$ cat src/rtl/mac_shift_add_topmodule.sv
// Sequential 4-bit shift-add multiply-accumulate: product = A*B + C, with
// double-dabble BCD conversion and a multiplexed 4-digit seven-segment display.
module mac_shift_add_topmodule #(
    parameter int unsigned REFRESH_BITS = 16
) (
    input  logic       clk,
    input  logic       rst,
    input  logic       start,
    input  logic [3:0] multiplicand,
    input  logic [3:0] multiplier,
    input  logic [3:0] addend,
    output logic [7:0] product,
    output logic       busy,
    output logic       done,
    output logic [6:0] seg,
    output logic [3:0] digit
);

    typedef enum logic [2:0] {
        S_IDLE,
        S_MUL,
        S_ADD,
        S_CONV,
        S_DONE
    } state_t;

    state_t                  r_state;
    logic                    r_start_d;
    logic [7:0]              r_p;
    logic [3:0]              r_a;
    logic [3:0]              r_c;
    logic [3:0]              r_iter;
    logic [7:0]              r_bin;
    logic [11:0]             r_bcd;
    logic [11:0]             r_disp;
    logic [REFRESH_BITS-1:0] r_cnt;

    logic                    w_accept;
    logic [4:0]              w_sum;
    logic [11:0]             w_bcd_adj;
    logic [1:0]              w_sel;
    logic [3:0]              w_nib;
    logic                    w_blank;

    assign w_accept = start & ~r_start_d & ((r_state == S_IDLE) | (r_state == S_DONE));
    assign w_sum    = {1'b0, r_p[7:4]} + (r_p[0] ? {1'b0, r_a} : 5'd0);

    always_comb begin
        w_bcd_adj = r_bcd;
        for (int unsigned i = 0; i < 3; i++) begin
            if (r_bcd[4*i +: 4] >= 4'd5)
                w_bcd_adj[4*i +: 4] = r_bcd[4*i +: 4] + 4'd3;
        end
    end

    always_ff @(posedge clk or posedge rst) begin
        if (rst) begin
            r_state   <= S_IDLE;
            r_start_d <= 1'b0;
            r_p       <= '0;
            r_a       <= '0;
            r_c       <= '0;
            r_iter    <= '0;
            r_bin     <= '0;
            r_bcd     <= '0;
            r_disp    <= '0;
            product   <= '0;
            busy      <= 1'b0;
            done      <= 1'b0;
        end else begin
            r_start_d <= start;
            if (w_accept) begin
                r_p     <= {4'b0000, multiplier};
                r_a     <= multiplicand;
                r_c     <= addend;
                r_iter  <= '0;
                busy    <= 1'b1;
                done    <= 1'b0;
                r_state <= S_MUL;
            end else begin
                case (r_state)
                    S_MUL: begin
                        r_p    <= {w_sum, r_p[3:1]};
                        r_iter <= r_iter + 4'd1;
                        if (r_iter == 4'd3) begin
                            r_iter  <= '0;
                            r_state <= S_ADD;
                        end
                    end
                    S_ADD: begin
                        r_p     <= r_p + {4'b0000, r_c};
                        r_bin   <= r_p + {4'b0000, r_c};
                        r_bcd   <= '0;
                        r_state <= S_CONV;
                    end
                    S_CONV: begin
                        // Eight shift cycles, then one extra cycle to publish the result,
                        // giving 14 clocks from accept to done.
                        if (r_iter == 4'd8) begin
                            product <= r_p;
                            r_disp  <= r_bcd;
                            busy    <= 1'b0;
                            done    <= 1'b1;
                            r_state <= S_DONE;
                        end else begin
                            {r_bcd, r_bin} <= {w_bcd_adj[10:0], r_bin, 1'b0};
                            r_iter         <= r_iter + 4'd1;
                        end
                    end
                    default: ;
                endcase
            end
        end
    end

    always_ff @(posedge clk or posedge rst) begin
        if (rst)
            r_cnt <= '0;
        else
            r_cnt <= r_cnt + REFRESH_BITS'(1);
    end

    assign w_sel = r_cnt[REFRESH_BITS-1:REFRESH_BITS-2];

    always_comb begin
        w_nib   = r_disp[3:0];
        w_blank = 1'b0;
        digit   = 4'b1110;
        case (w_sel)
            2'd0: begin w_nib = r_disp[3:0];  digit = 4'b1110; end
            2'd1: begin w_nib = r_disp[7:4];  digit = 4'b1101; end
            2'd2: begin w_nib = r_disp[11:8]; digit = 4'b1011; end
            default: begin w_blank = 1'b1;    digit = 4'b0111; end
        endcase
    end

    always_comb begin
        seg = 7'b1111111;
        if (!w_blank) begin
            case (w_nib)
                4'd0: seg = 7'b1000000;
                4'd1: seg = 7'b1111001;
                4'd2: seg = 7'b0100100;
                4'd3: seg = 7'b0110000;
                4'd4: seg = 7'b0011001;
                4'd5: seg = 7'b0010010;
                4'd6: seg = 7'b0000010;
                4'd7: seg = 7'b1111000;
                4'd8: seg = 7'b0000000;
                4'd9: seg = 7'b0010000;
                default: seg = 7'b1111111;
            endcase
        end
    end

endmodule

$ cat config.mk
export PLATFORM = sky130hd
export DESIGN_NAME = mac_shift_add_topmodule
export DESIGN_NICKNAME = d
export VERILOG_FILES = /design/src/rtl/mac_shift_add_topmodule.sv
export SDC_FILE = /design/constraint.sdc
export NUM_CORES = 1
export LEC_CHECK = 0
export BUFFER_PORTS_ARGS = -buffer_cell sky130_fd_sc_hd__buf_2
export CAP_MARGIN = 10
export CORE_UTILIZATION = 55
export DETAILED_ROUTE_END_ITERATION = 12
export GPL_TIMING_DRIVEN = 0
export HOLD_SLACK_MARGIN = 0.02
export MAX_ROUTING_LAYER = met4
export PLACE_DENSITY_LB_ADDON = 0.2
export SYNTH_ARGS = -nofsm -noshare
export SYNTH_HDL_FRONTEND = slang
export SYNTH_SLANG_ARGS = --single-unit
$ cat constraint.sdc
create_clock -name clk -period 4.7 [get_ports clk]
set_input_delay 0.94 -clock clk [delete_from_list [all_inputs] [get_ports clk]]
set_output_delay 0.94 -clock clk [all_outputs]
set_load 0.02 [all_outputs]
==> metrics.yaml <==
tns_ns: 0
regArea_sq_um: 2052
total_switching_power_mw: 1.221
timing.critical_path.cells: "inv_1 -> ha_1 -> buf_2 -> mux2i_1 -> inv_1 -> ha_1 -> nor3_1 -> a21o_1 -> nand2_1 -> buf_2"
final_core_utilization_pct: 64.16
synth_top_area_cell: "dfrtp_1"
viasPerCell: 5.649
routedWlPerCell_um: 15.41
grt_overflow_total: 0
multi_input_comb_area_sq_um: 2221
synthDominantCellAreaShare_pct: 46.11
max_fo_critical_path: 6
clock_tree.htree_level_count: 3
drive_gt1_share_pct: 20.20
clkPwrFrac_pct: 17.9
dr.first_iter.drc_count: 163
routed_wirelength_um: 9123
synth_cell_type_count: 57
drv_slew: 0
first_global_vias: 3338
numPortBuffers: 35
synth.yosys.warnings: 0
maximum_number_of_pins_on_one_net_before_global_route_repair: 45
post-route-min-period_ns: 3.687
area.growth.synth_to_final_pct: 11.98
dominantRegCellSynth: "dfrtp_1"
core_sq_um: 7767
io-pin-count: 36
power.share.switching_pct: 41.97
insertedDiodeCount: 0
worst_setup_hold_path_clk_slew_ns: 0.09
yosys-top-cells-area: "dfrtp_1 (46%), ha_1 (6.7%), mux2_2 (5.1%)"
die_area_sq_um: 8456
design_area_sq_um: 4984
postPlaceCellArea_sq_um: 4783
cts_max_path_buffers: 2
antenna_found_initial: 0
slew_headroom_pct: 59.18
drt.antenna.violating_nets: 0
p_seq_share_pct: 36.0
setup_viol_count_final: 0
intPower_mw: 1.688
synth.yosys.seq_area_share_pct: 46.11
fin_skew_ns: 0.01156
global_route_wire_length_before_repair_um: 15660
cellLeakagePower_nw: 2.432
rsz_0062_raised_after_global_routing: "false"
min_period_over_period_pct: 78.46
cp.arrival_ns: 2.75
status: "complete, no violations"
worst-slew-pin-transition_ns: 0.6097
final.fill_count: 641
standard_cell_with_the_maximum_stage_delay_on_the_critical_path: "mux2i_1"
die-height_um: 91.96
cts_resized: 0
worstSetupPathType: "reg2out"
clock.fmax_ghz: 0.2712
worstPathRequired_ns: 3.76
syn_inst: 438
synth.ff_latch_count: 82
dpl.hpwl_um: 6613
synth_area_per_cell_sq_um: 10.16
clockRootBuffer: "clkbuf_8"
grt_usage_pct: 24.24
share_comb_of_total_power_pct: 46.2
via_count: 3344
synth.cell_area_sq_um: 4451
irDropWorstVdd_mv: 0.3568
insertion_delay_ns: 0.36
critical-path-max-stage-delay_ns: 0.49
share_of_flip_flops_with_an_asynchronous_set_or_reset_after_synthesis_pct: 100.0
cellPowerDensity_nw_per_um2: 583.7
worst-r2r-setup-slack_ns: 2.52
cts_setup_buffers: 0
synth_enable_flop_cells: 0
critPathBufInv: 4
clock_sinks: 82
cts_hold_buf: 0
maximum_capacitance_violations: 0
initial_cell_density_of_the_core_pct: 57.30
startpoint_type: "flop"
final_hold_viol_count: 0
timing.hold.ws_ns: 0.4644
design.final.nets: 526
globalplace.congestion: 0.8954
first_pass_iters: 4
cp_top_family: "buffers and inverters"
rows: 32
width_of_the_chip_um: 91.96
tritoncts: "done"
synthesis.nets: 479
detail_route.drc_violations: 0
hold_path_class: "reg2reg"
cts_buffers: 9
worstSetupEndpointType: "output port"
layer usage:
layer	part of all wire, %	vias up	GRT usage, %	wire length, um
met5	0	-	-	0
met4	2.0	0	10.16	182
met3	2.8	14	2.985	257
met2	50	69	39.61	4520
met1	46	1632	30.69	4162
li1	-	1629	-	-
Yosys cell counts (5+ instances only):
cell type	number
xnor2_1	15
nand3_1	5
o21ai_0	33
o22ai_1	6
nor2_1	33
xor2_1	10
dfrtp_1	82
buf_2	7
mux2_2	20
nand2b_1	9
a21oi_1	17
nand2_1	59
a22o_1	6
a22oi_1	6
ha_1	24
inv_1	24
a21o_1	7
path summary, 6_finish.rpt:
check,start,to,cells after the start
max,r_cnt[14],seg[6],10
min,r_cnt[10],r_cnt[10],1
max reg2reg,r_p[0],r_p[7],8
min reg2reg,r_cnt[10],r_cnt[10],1
max in group asynchronous,rst,r_iter[2],3
min in group asynchronous,rst,r_cnt[3],2
logic make-up after synthesis:
| kind of cell | synth area share, % |
|---|---|
| XOR/XNOR | 4.920 |
| flip-flops | 46.11 |
| buffers and inverters | 3.992 |
| AND/OR/NAND/NOR | 14.96 |
| adder cells (fa/ha/maj) | 7.647 |
| multiplexers | 6.016 |
| AO/OA/AOI/OAI | 16.36 |
cell usage in the layout, fill, tap and decap left out, types with 3 or more instances in the layout:
| cell type | netlist | routed |
|---|---|---|
| nand2_1 | 59 | 59 |
| a32o_1 | 4 | 4 |
| xor2_1 | 10 | 10 |
| buf_6 | 3 | 3 |
| mux2_2 | 20 | 20 |
| nand3_1 | 5 | 5 |
| dfrtp_1 | 82 | 82 |
| clkbuf_8 | 0 | 9 |
| o211ai_1 | 3 | 3 |
| inv_1 | 24 | 23 |
| a22oi_1 | 6 | 6 |
| o31ai_1 | 4 | 4 |
| o21ai_0 | 33 | 33 |
| and2_1 | 4 | 4 |
| o22ai_1 | 6 | 6 |
| nor2_1 | 33 | 33 |
| xnor2_1 | 15 | 15 |
| and3_1 | 4 | 4 |
| a22o_1 | 6 | 6 |
| a211oi_1 | 4 | 4 |
| a21oi_1 | 17 | 17 |
| a21o_1 | 7 | 7 |
| ha_1 | 24 | 24 |
| a221o_1 | 3 | 3 |
| nand2b_1 | 9 | 9 |
| o21ai_1 | 3 | 3 |
| nand4_1 | 3 | 3 |
| buf_2 | 7 | 42 |
power by group through the flow:
stage          clock, mW  combinational [mW]  sequential (mW)
2_1_floorplan          0               0.994             1.05
6_report           0.520                1.34             1.05
5_1_grt            0.559                1.49             1.08
3_3_place_gp           0                1.28             1.05
4_1_cts            0.530                1.34             1.04
3_5_place_dp           0                1.32             1.06
cell type report:
cell class	count	share of cell area (%)
Multi-Input combinational cell	319	44.56
Clock inverter	7	1.532
Inverter	24	1.858
Buffer	13	1.757
Timing Repair Buffer	36	4.067
Clock buffer	9	2.486
Sequential cell	82	41.18
Tap cell	102	2.561
per-stage QoR:
stage,instances,setup slack [ns],power (mW)
final,592,1.013,2.909
after global routing,592,0.8366,3.124
after CTS,592,1.006,2.910
after detailed placement,576,1.418,2.377
after global placement,575,0.6811,2.334
after floorplan,438,1.652,2.042
flip-flops by register name (all words and copies together) (netlist names):
| register | cells |
|---|---|
| product | 8 |
| r_a | 4 |
| r_iter | 4 |
| r_cnt | 16 |
| r_c | 4 |
| r_bcd | 12 |
| r_start_d | 1 |
| r_disp | 12 |
| r_p | 8 |
| r_bin | 8 |
| r_state | 3 |
| busy | 1 |
| done | 1 |
(Power assumes the default switching activity.)
